## config.mk

```make
export PLATFORM = sky130hd
export DESIGN_NAME = restoring_divider_16x8
export DESIGN_NICKNAME = d
export VERILOG_FILES = /design/src/rtl/restoring_divider_16x8.sv
export SDC_FILE = /design/constraint.sdc
export NUM_CORES = 1
export LEC_CHECK = 0
export BUFFER_PORTS_ARGS = -buffer_cell sky130_fd_sc_hd__buf_2
export CORE_MARGIN = 4
export CORE_UTILIZATION = 30
export CTS_CLUSTER_SIZE = 30
export DETAILED_ROUTE_END_ITERATION = 10
export PLACE_DENSITY = 0.59
export SYNTH_ARGS = -nofsm -noshare
export SYNTH_HDL_FRONTEND = slang
export SYNTH_SLANG_ARGS = --single-unit
```

## constraint.sdc

```tcl
create_clock -name clk -period 3.3 [get_ports clk]
set_clock_uncertainty 0.1 [all_clocks]
set_input_delay 0 -clock clk [delete_from_list [all_inputs] [get_ports clk]]
set_output_delay 0 -clock clk [all_outputs]
set_load 0.1 [all_outputs]
```

## src/rtl/restoring_divider_16x8.sv

```systemverilog
// Sequential unsigned restoring divider: one quotient bit per clock behind a
// start/busy/done handshake, with a single-cycle divide-by-zero shortcut.
module restoring_divider_16x8 #(
  parameter int DIVIDEND_W = 16,
  parameter int DIVISOR_W  = 8
) (
  input  logic                  clk,
  input  logic                  rst,
  input  logic                  start,
  input  logic [DIVIDEND_W-1:0] dividend,
  input  logic [DIVISOR_W-1:0]  divisor,
  output logic                  busy,
  output logic                  done,
  output logic [DIVIDEND_W-1:0] quotient,
  output logic [DIVISOR_W-1:0]  remainder,
  output logic                  div_by_zero
);

  localparam int CNT_W = $clog2(DIVIDEND_W);
  localparam logic [CNT_W-1:0] LAST = CNT_W'(DIVIDEND_W - 1);

  typedef enum logic [1:0] {IDLE, RUN, DONE} state_t;

  state_t                state;
  logic [CNT_W-1:0]      count;
  logic [DIVISOR_W-1:0]  rem_r;
  logic [DIVISOR_W-1:0]  dvsr_r;
  logic [DIVISOR_W-1:0]  rem_next;
  logic [DIVIDEND_W-1:0] q_r;
  logic [DIVIDEND_W-1:0] q_next;
  logic [DIVISOR_W:0]    shifted;
  logic                  fits;

  // The partial remainder's top bit is always zero after an update, so only
  // the low bits are stored; the shifted value is widened for the compare.
  always_comb begin
    shifted  = {rem_r, q_r[DIVIDEND_W-1]};
    fits     = (shifted >= {1'b0, dvsr_r});
    rem_next = fits ? (shifted[DIVISOR_W-1:0] - dvsr_r) : shifted[DIVISOR_W-1:0];
    q_next   = {q_r[DIVIDEND_W-2:0], fits};
  end

  always_ff @(posedge clk) begin
    if (rst) begin
      state       <= IDLE;
      count       <= '0;
      rem_r       <= '0;
      dvsr_r      <= '0;
      q_r         <= '0;
      busy        <= 1'b0;
      done        <= 1'b0;
      quotient    <= '0;
      remainder   <= '0;
      div_by_zero <= 1'b0;
    end else begin
      case (state)
        IDLE, DONE: begin
          // DONE accepts a new start exactly like IDLE for back-to-back use.
          done  <= 1'b0;
          busy  <= 1'b0;
          state <= IDLE;
          if (start) begin
            if (divisor == '0) begin
              quotient    <= '1;
              remainder   <= dividend[DIVISOR_W-1:0];
              div_by_zero <= 1'b1;
              done        <= 1'b1;
              state       <= DONE;
            end else begin
              dvsr_r <= divisor;
              q_r    <= dividend;
              rem_r  <= '0;
              count  <= '0;
              busy   <= 1'b1;
              state  <= RUN;
            end
          end
        end
        RUN: begin
          rem_r <= rem_next;
          q_r   <= q_next;
          count <= count + 1'b1;
          if (count == LAST) begin
            quotient    <= q_next;
            remainder   <= rem_next;
            div_by_zero <= 1'b0;
            busy        <= 1'b0;
            done        <= 1'b1;
            state       <= DONE;
          end
        end
        default: state <= IDLE;
      endcase
    end
  end

endmodule

```

### Yosys cells after proc, flatten, opt, wreduce, memory -nomap -nowiden

Index checks and enable logic that the tools add are counted.

* add/sub/neg operators: 2
* equal/unequal tests: 7
* reductions and logical operators: 8
* order comparisons: 1
* bitwise logic cells: 1
* muxes and demuxes: 33

Operator list (number)
* 16-bit two-way mux: 5
* 16-bit one-hot mux with 2 select lines: 2
* 8-bit two-way mux: 6
* 8-bit one-hot mux with 2 select lines: 2
* 9-bit by 8-bit >= comparator with 1-bit output: 1
* 8-bit logical NOT: 1
* 1-bit two-way mux: 8
* 4-bit two-way mux: 2
* 2-bit inequality test, second input constant: 4
* 4-bit one-hot mux with 2 select lines: 1
* 8-bit subtractor: 1
* 2-bit two-way mux: 3
* 1-bit one-hot mux with 2 select lines: 3
* 3-bit AND reduction: 2
* 4-bit by 1-bit adder with 4-bit output, second input constant: 1
* 4-bit == test, second input constant: 1
* 2-bit one-hot mux with 2 select lines: 1
* 4-bit AND reduction: 1
* 2-bit by 1-bit == test with 1-bit output, second input constant: 1
* 2-bit == test, second input constant: 1
* 2-bit logical NOT: 1
* 2-bit AND reduction: 1
* 2-bit nonzero test: 1
* 2-bit OR reduction: 1
* 1-bit NOT: 1

* register bits: 65
* bits of input ports: 27
* output and inout port bits: 27
* logic and storage cells: 62

### Longest topological paths before layout

Gate-level depths: netlist (run 1).

* word-level depth: 4
* depth in mapped cells: 9
* mapped depth without buffers: 9

### Worst setup path after synthesis (run 1)

No wires, ideal clock.

* path type: register to register
* start point: register dvsr_r[2]
* end point: register remainder[5]
* stages on the path, launching flop included: 9
* buffers on the path: 0
* period minus slack after synthesis: 2113 ps
* setup slack: 1187 ps
* required time: 3088 ps
* library setup time: 112 ps
* arrival time: 1900 ps
* cells stage by stage: dfxtp_1 -> inv_1 -> ha_1 -> and3_4 -> o21ai_4 -> a211oi_4 -> nor2_4 -> mux2i_1 -> a2111oi_1

* longest elaborated chain between the ends: 4
* elaborated cells on any way between the ends: 5
* classes of those cells: add/sub (1); order compare (1); mux (3)

Ends and longest elaborated chain
* start: declaration: RTL line 27 `logic [DIVISOR_W-1:0] dvsr_r;`
* start signal: assignment: RTL line 70 `dvsr_r <= divisor;`
* 8-bit subtractor or 9-bit by 8-bit >= comparator with 1-bit output (tied branches): RTL line 39, 38
* 8-bit two-way mux *: RTL line 39 `rem_next = fits ? (shifted[DIVISOR_W-1:0] - dvsr_r) : shifted[DIVISOR_W-1:0];`
* 8-bit two-way mux *: RTL line 83 `if (count == LAST) begin`
* 8-bit one-hot mux with 2 select lines *: RTL line 56 `case (state)`
* end signal: assignment: RTL line 65 `remainder <= dividend[DIVISOR_W-1:0];`
* end signal: assignment: RTL line 85 `remainder <= rem_next;`
* end: declaration: RTL line 15 `output logic [DIVISOR_W-1:0] remainder,`

Every way passes the cells marked *; elsewhere a longest branch is shown, timed or not. The select of a mux whose other input is x is not followed.
A chain may end at the register's enable or synchronous reset.

### Final worst setup path (run 1)

* start point: register state[0]
* end point: register remainder[4]

* longest elaborated chain between the ends: 4
* elaborated cells on any way between the ends: 10
* classes of those cells: eq/ne (5); mux (1); reduce/logical (4)

Ends and longest elaborated chain
* start: declaration: RTL line 24 `state_t state;`
* start signal: assignment: RTL line 45 `state <= IDLE;`
* start signal: assignment: RTL line 61 `state <= IDLE;`
* start signal: assignment: RTL line 68 `state <= DONE;`
* 2-bit == test or 2-bit logical NOT (tied branches): RTL line 56
* 2-bit OR reduction: RTL line 56
* 2-bit inequality test (no source line) or 2-bit nonzero test (tied branches)
* 4-bit AND reduction (no source line)

Several ways; a longest one is shown, not always the timed one.

==> flow_summary_export.csv, run 1 <==
group,metric,value,unit
yosys,ys_types,52,
finish,areaGrowthSynthToFinish,27.4,%
global_route,antenna_found_initial,0,
finish,multiInputGateArea,1540,um2
worst_setup_path,max_stage_delay,0.51,ns
clock_tree,ctsHoldBuffers,26,
yosys,syn-cell-area,2970,um2
routing,ant_nets,0,
worst_setup_path,cp_num_buf_inv,1,
yosys,ys_ff_latch,65,
yosys,synthCells,354,
worst_setup_path,worstSetupPathType,"reg2reg",
power_and_ir_drop,power,0.00201,W
sta,max_freq,398,MHz
yosys,synth-main-ff-cell,"dfxtp_1",
worst_setup_path,crit_slowest_cell,"nor2b_1",
floorplanning,die_w,108,um
worst_setup_path,crit_path_end_kind,"flop",
finish,nNetsFinal,461,
clock_tree,cts.repair.resized,0,
finish,layout.area.seq,1300,um2
yosys,ys_seq_area_share,43.8,%
clock_tree,cts_tree,"yes",
finish,diodes,0,
yosys,synth-edff-count,0,
finish,fill_cells,1018,
clock_tree,cts.sinks,65,
placement,dp_slack,0.795,ns
finish,stdcell_count,562,
clock_tree,htree_num_levels,3,
global_route,grt_max_degree,47,
routing,viasPerCell,4.85,
clock_tree,cts_buffer_depth,2,
power_and_ir_drop,p_leak,1.51,nW
sta,rsz0062_at_grt,"false",
sta,min_period_over_period,76.1,%
clock_tree,clk_root_buffer_cell,"clkbuf_8",
routing,vias,2728,
yosys,synth_fp_nets,391,
sta,final.setup.tns,0,ns
yosys,synthArstFlopShare,0,%
yosys,yosys_warnings,0,
global_route,grt_pass1_wl,12.3,mm
power_and_ir_drop,power_density,531,nW/um2
floorplanning,io_pins,54,
placement,hpwl,5.21,mm
routing,drt_wl_total,7.43,mm
routing,drc,0,
routing,drtIter0Drc,105,
worst_setup_path,cp_top_family,"simple AND/OR/NAND/NOR gates",
floorplanning,fp.coreArea,9730,um2
floorplanning,start_util,30.6,%
placement,io_buffers,53,
global_route,track_usage,13.0,%
clock_tree,clock_latency,0.34,ns
sta,slew_headroom,29.3,%
run_status,status,"completed",
finish,drive_above_1_share,20.7,%
placement,gp_congestion,0.846,
power_and_ir_drop,irDropWorstVdd,0.200,mV
clock_tree,cts_made_buffers,9,
worst_setup_path,critPathLaunchType,"flop",
worst_setup_path,worstPathArrival,2.65,ns
clock_tree,cts_setup_buffers,0,
worst_setup_path,worstPathRequired,3.44,ns
sta,tightest_slew,1.06,ns
worst_setup_path,crit_chain,"nor2b_1 > nand3_1 > o21ai_4 > buf_4 > nor2_1 > a311oi_1",
clock_tree,clkTransAtPathRegs,0.07,ns
global_route,grt_pass1_vias,2604,
worst_setup_path,crit_fanout,24,
sta,fin_crit,2.51,ns
sta,drv_slew,0,
worst_hold_path,worstHoldPathType,"in2reg",
sta,hold_viol,0,
yosys,syn_avg_cell_area,8.40,um2
floorplanning,chipHeight,108,um
finish,post-route-util,38.9,%
sta,layout_setup_ws,0.790,ns
run,cap_viol_max_count,0,
routing,wl_per_cell,13.2,um
routing,first_pass_iters,4,
sta,finalSetupViolCount,0,
global_route,overflow,0,
floorplanning,design.die.area,11600,um2
floorplanning,num_rows,36,
placement,dp_cells,520,
## worst register-to-register path: stages (launching register included)
cell,delay [ns]
dfxtp_1,0.35
nor2b_1,0.51
nand3_1,0.41
o21ai_4,0.37
buf_4,0.36
nor2_1,0.07
a311oi_1,0.24
## where the power goes
part / total (W) / internal [W] / switching, W / leakage [nW]
Clock: 0.000618 / 0.000294 / 0.000324 / 0.0887
Combinational: 0.000533 / 0.000216 / 0.000317 / 0.889
Sequential: 0.000859 / 0.000829 / 0.0000299 / 0.530
## routing by layer
| layer | GRT usage, % | share of wire [%] |
|---|---|---|
| met5 | 0 | 0 |
| met4 | 5.77 | 1.3 |
| met3 | 2.40 | 4.9 |
| met2 | 19.9 | 45 |
| met1 | 17.8 | 49 |
## final timing paths
check                 start            to  slack (ns)  cells past startpoint
setup reg to reg   state[0]  remainder[4]        0.79                      6
hold / removal          rst     dvsr_r[1]        0.17                      2
setup / recovery   state[0]  remainder[4]        0.79                      6
hold reg to reg   dvsr_r[7]     dvsr_r[7]        0.35                      2
## layout by cell type, fill, tap and decap left out, types with 4 or more instances in the layout
master / n
buf_2: 53
ha_1: 9
o21ai_0: 8
dlygate4sd3_1: 26
nor3_1: 4
buf_4: 4
nand2_1: 64
dfxtp_1: 65
inv_1: 11
nand3_1: 6
a31oi_1: 4
a211oi_1: 17
a21oi_1: 25
a311oi_1: 20
clkbuf_8: 10
nor2_1: 47
## layout make-up
class / count / area share, %
clock buffers: 10 / 3.64
well taps: 133 / 4.40
inverters: 11 / 1.09
repair buffers: 83 / 14.7
flip-flops and latches: 65 / 34.4
multi-input cells: 254 / 40.7
clock inverters: 6 / 1.12
## stage by stage
step	hold WS (ns)	cell area (um2)
6_report	0.168	3790
5_1_grt	0.206	3790
4_1_cts	0.161	3790
3_5_place_dp	0.169	3350
3_3_place_gp	0.164	3350
2_1_floorplan	0.0360	2970
## cell families after synthesis
family                     after synthesis  share of synthesized area (%)
AOI/OAI and AO/OA                       94                           23.4
xor gates and xnor gates                 4                           1.18
adders and majority gates               10                           4.46
buffers and inverters                   35                           4.63
DFF                                     65                           43.8
muxes                                    2                          0.842
and+or+nand+nor                        144                           21.8
## sequential cells by signal, indices dropped and copies added, names as in the netlist
signal / cells
busy: 1
count: 4
div_by_zero: 1
done: 1
dvsr_r: 8
q_r: 16
quotient: 16
rem_r: 8
remainder: 8
state: 2
## synthesized netlist by cell type, types with 2 or more instances
library cell | instances | area [um2]
dfxtp_1 | 65 | 1300
nand2_1 | 64 | 240
nor2_1 | 47 | 176
a21oi_1 | 25 | 125
a311oi_1 | 20 | 175
clkbuf_1 | 19 | 71.3
a211oi_1 | 17 | 128
inv_1 | 11 | 41.3
ha_1 | 9 | 113
o21ai_0 | 8 | 40.0
nand3_1 | 6 | 30.0
buf_2 | 5 | 25.0
a31oi_1 | 4 | 25.0
nor3_1 | 4 | 20.0
nor2b_1 | 3 | 18.8
xnor2_1 | 3 | 26.3
a21o_1 | 2 | 15.0
a22oi_1 | 2 | 15.0
a311oi_2 | 2 | 30.0
and3_1 | 2 | 12.5
nand3b_1 | 2 | 15.0
nand4b_1 | 2 | 17.5
nor4_2 | 2 | 25.0
o21ai_2 | 2 | 17.5
No activity file was read; power rests on OpenSTA's default activity.
==> run 2, diff against run 1 <==
Settings changed: PLACE_DENSITY 0.59 to 0.61.
Clock period 3.3 ns to 2.22 ns, I/O delays scaled along.
==> flow_summary_export.csv, run 2 (synthesis gave the netlist of run 1 again) <==
group,metric,value,unit
run_status,status,"completed",
floorplanning,io_pins,54,
clock_tree,htree_num_levels,3,
routing,vias,2858,
power_and_ir_drop,swShare,32.3,%
sta,final.setup.tns,0,ns
routing,drt_wl_total,8.03,mm
worst_setup_path,crit_path_end_kind,"flop",
worst_setup_path,worstSetupPathType,"reg2reg",
worst_setup_path,worstPathRequired,2.32,ns
routing,viasPerCell,4.90,
worst_hold_path,hold_path_depth,2,
global_route,overflow,0,
clock_tree,cts_tree,"yes",
power_and_ir_drop,power.switching,0.00115,W
routing,drtIter0Drc,108,
worst_setup_path,critPathLaunchType,"flop",
worst_setup_path,r2r-start,"dvsr_r[3]",
global_route,antenna_found_initial,0,
worst_setup_path,reg2reg_slack,0.01,ns
sta,min_period_over_period,99.5,%
global_route,track_usage,13.8,%
worst_setup_path,crit_fanout,7,
floorplanning,chipHeight,108,um
power_and_ir_drop,p_leak,1.65,nW
finish,drive_above_1_share,30.4,%
power_and_ir_drop,p_seq_share,36.3,%
placement,gp_congestion,0.799,
sta,max_freq,453,MHz
finish,fill_cells,998,
floorplanning,die_w,108,um
finish,mostFrequentLayoutCell,"nand2_1",
global_route,grt_max_degree,48,
sta,fin_crit,2.21,ns
finish,final_cell_mix,"nand2_1, dfxtp_1, buf_2, nor2_1, dlygate4sd3_1",
run,cap_viol_max_count,0,
worst_setup_path,reg2reg_depth,10,
sta,finalSetupViolCount,0,
floorplanning,num_rows,36,
clock_tree,clk_root_buffer_cell,"clkbuf_8",
global_route,grt_pass1_vias,2670,
sta,tightest_slew,0.913,ns
clock_tree,cts_buffer_depth,2,
sta,drv_slew,0,
power_and_ir_drop,combPwrFrac,31.4,%
finish,reg_top3,"q_r (16), quotient (16)",
clock_tree,clock_latency,0.35,ns
clock_tree,cts.sinks,65,
floorplanning,fp.coreArea,9730,um2
finish,areaGrowthSynthToFinish,40.6,%
finish,layout.area.seq,1320,um2
sta,hold_viol,0,
routing,wl_per_cell,13.8,um
finish,multiInputGateArea,1690,um2
worst_setup_path,critPathLaunch,"dvsr_r[3]",
floorplanning,design.die.area,11600,um2
clock_tree,cts_made_buffers,9,
finish,post-route-util,43.0,%
worst_setup_path,worstPathArrival,2.31,ns
worst_hold_path,worstHoldPathType,"in2reg",
global_route,grt_pass1_wl,12.8,mm
placement,hpwl,5.33,mm
routing,drc,0,
finish,nNetsFinal,482,
power_and_ir_drop,irDropWorstVdd,0.381,mV
sta,rsz0062_at_grt,"true",
routing,first_pass_iters,4,
power_and_ir_drop,internal_power,0.00241,W
power_and_ir_drop,power_density,852,nW/um2
power_and_ir_drop,clkPwrFrac,32.4,%
worst_setup_path,r2r_end,"remainder[3]",
routing,ant_nets,0,
clock_tree,clkTransAtPathRegs,0.08,ns
placement,io_buffers,53,
finish,diodes,0,
floorplanning,start_util,30.6,%
worst_setup_path,cp-endpoint,"remainder[3]",
sta,slew_headroom,39.1,%
-- run 2: how the worst min path moves through the flow --
stage               slack [ns]         to       start
floorplan                 0.04  dvsr_r[2]  divisor[2]
global placement          0.16  dvsr_r[5]  divisor[5]
detailed placement        0.17  dvsr_r[5]  divisor[5]
CTS                       0.15   count[0]         rst
global route              0.21   state[1]         rst
finish                    0.17   count[0]         rst
-- run 2: cell type report --
class                           count  share of cell area [%]
Sequential cell                    65                    31.5
Clock buffer                        9                    2.96
Clock inverter                      7                    2.49
Multi-Input combinational cell    254                    40.5
Tap cell                          133                    3.98
Inverter                           11                    1.05
Timing Repair Buffer              104                    17.5
-- run 2: routing by layer --
metal  up-vias  global-route usage (%)  wire length [um]
met5         -                       0                 0
met4         0                    6.04               243
met3        18                    3.12               418
met2        76                    21.8              3740
met1      1325                    17.9              3620
li1       1439                       -                 -
-- run 2: timing repair --
item,in CTS,in global routing
endpoints found under the setup margin,6,17
hold buffers,26,0
resized for setup,2,36
setup buffers,1,13
endpoints found under the hold margin,32,0
pin swaps,2,12
-- run 2: power by group through the flow --
stage | clock network [W] | logic (W) | registers, W
6_report | 0.00115 | 0.00112 | 0.00129
5_1_grt | 0.00122 | 0.00122 | 0.00130
4_1_cts | 0.00117 | 0.000824 | 0.00128
3_5_place_dp | 0 | 0.000767 | 0.00130
3_3_place_gp | 0 | 0.000749 | 0.00130
2_1_floorplan | 0 | 0.000583 | 0.00131
-- run 2: worst max-delay path: stages, from the launching register on --
cell and delay, ns:
dfxtp_2 0.34, inv_2 0.05, ha_4 0.25, a21o_4 0.24, a21oi_4 0.18, a211oi_4 0.09, buf_6 0.14, buf_4 0.13
o221a_4 0.26, a31oi_4 0.16, a311oi_2 0.11
-- run 2: through the flow --
step / cell area, um2 / total power (W) / std cells / worst slack [ns] / hold WS [ns]
final: 4180 / 0.00356 / 583 / 0.0109 / 0.166
after CTS: 3920 / 0.00328 / 570 / -0.00893 / 0.146
after global routing: 4180 / 0.00374 / 583 / -0.0686 / 0.210
after global placement: 3410 / 0.00205 / 527 / 0.0192 / 0.164
after floorplan: 2970 / 0.00189 / 354 / 0.107 / 0.0360
after detailed placement: 3410 / 0.00207 / 527 / -0.0797 / 0.169
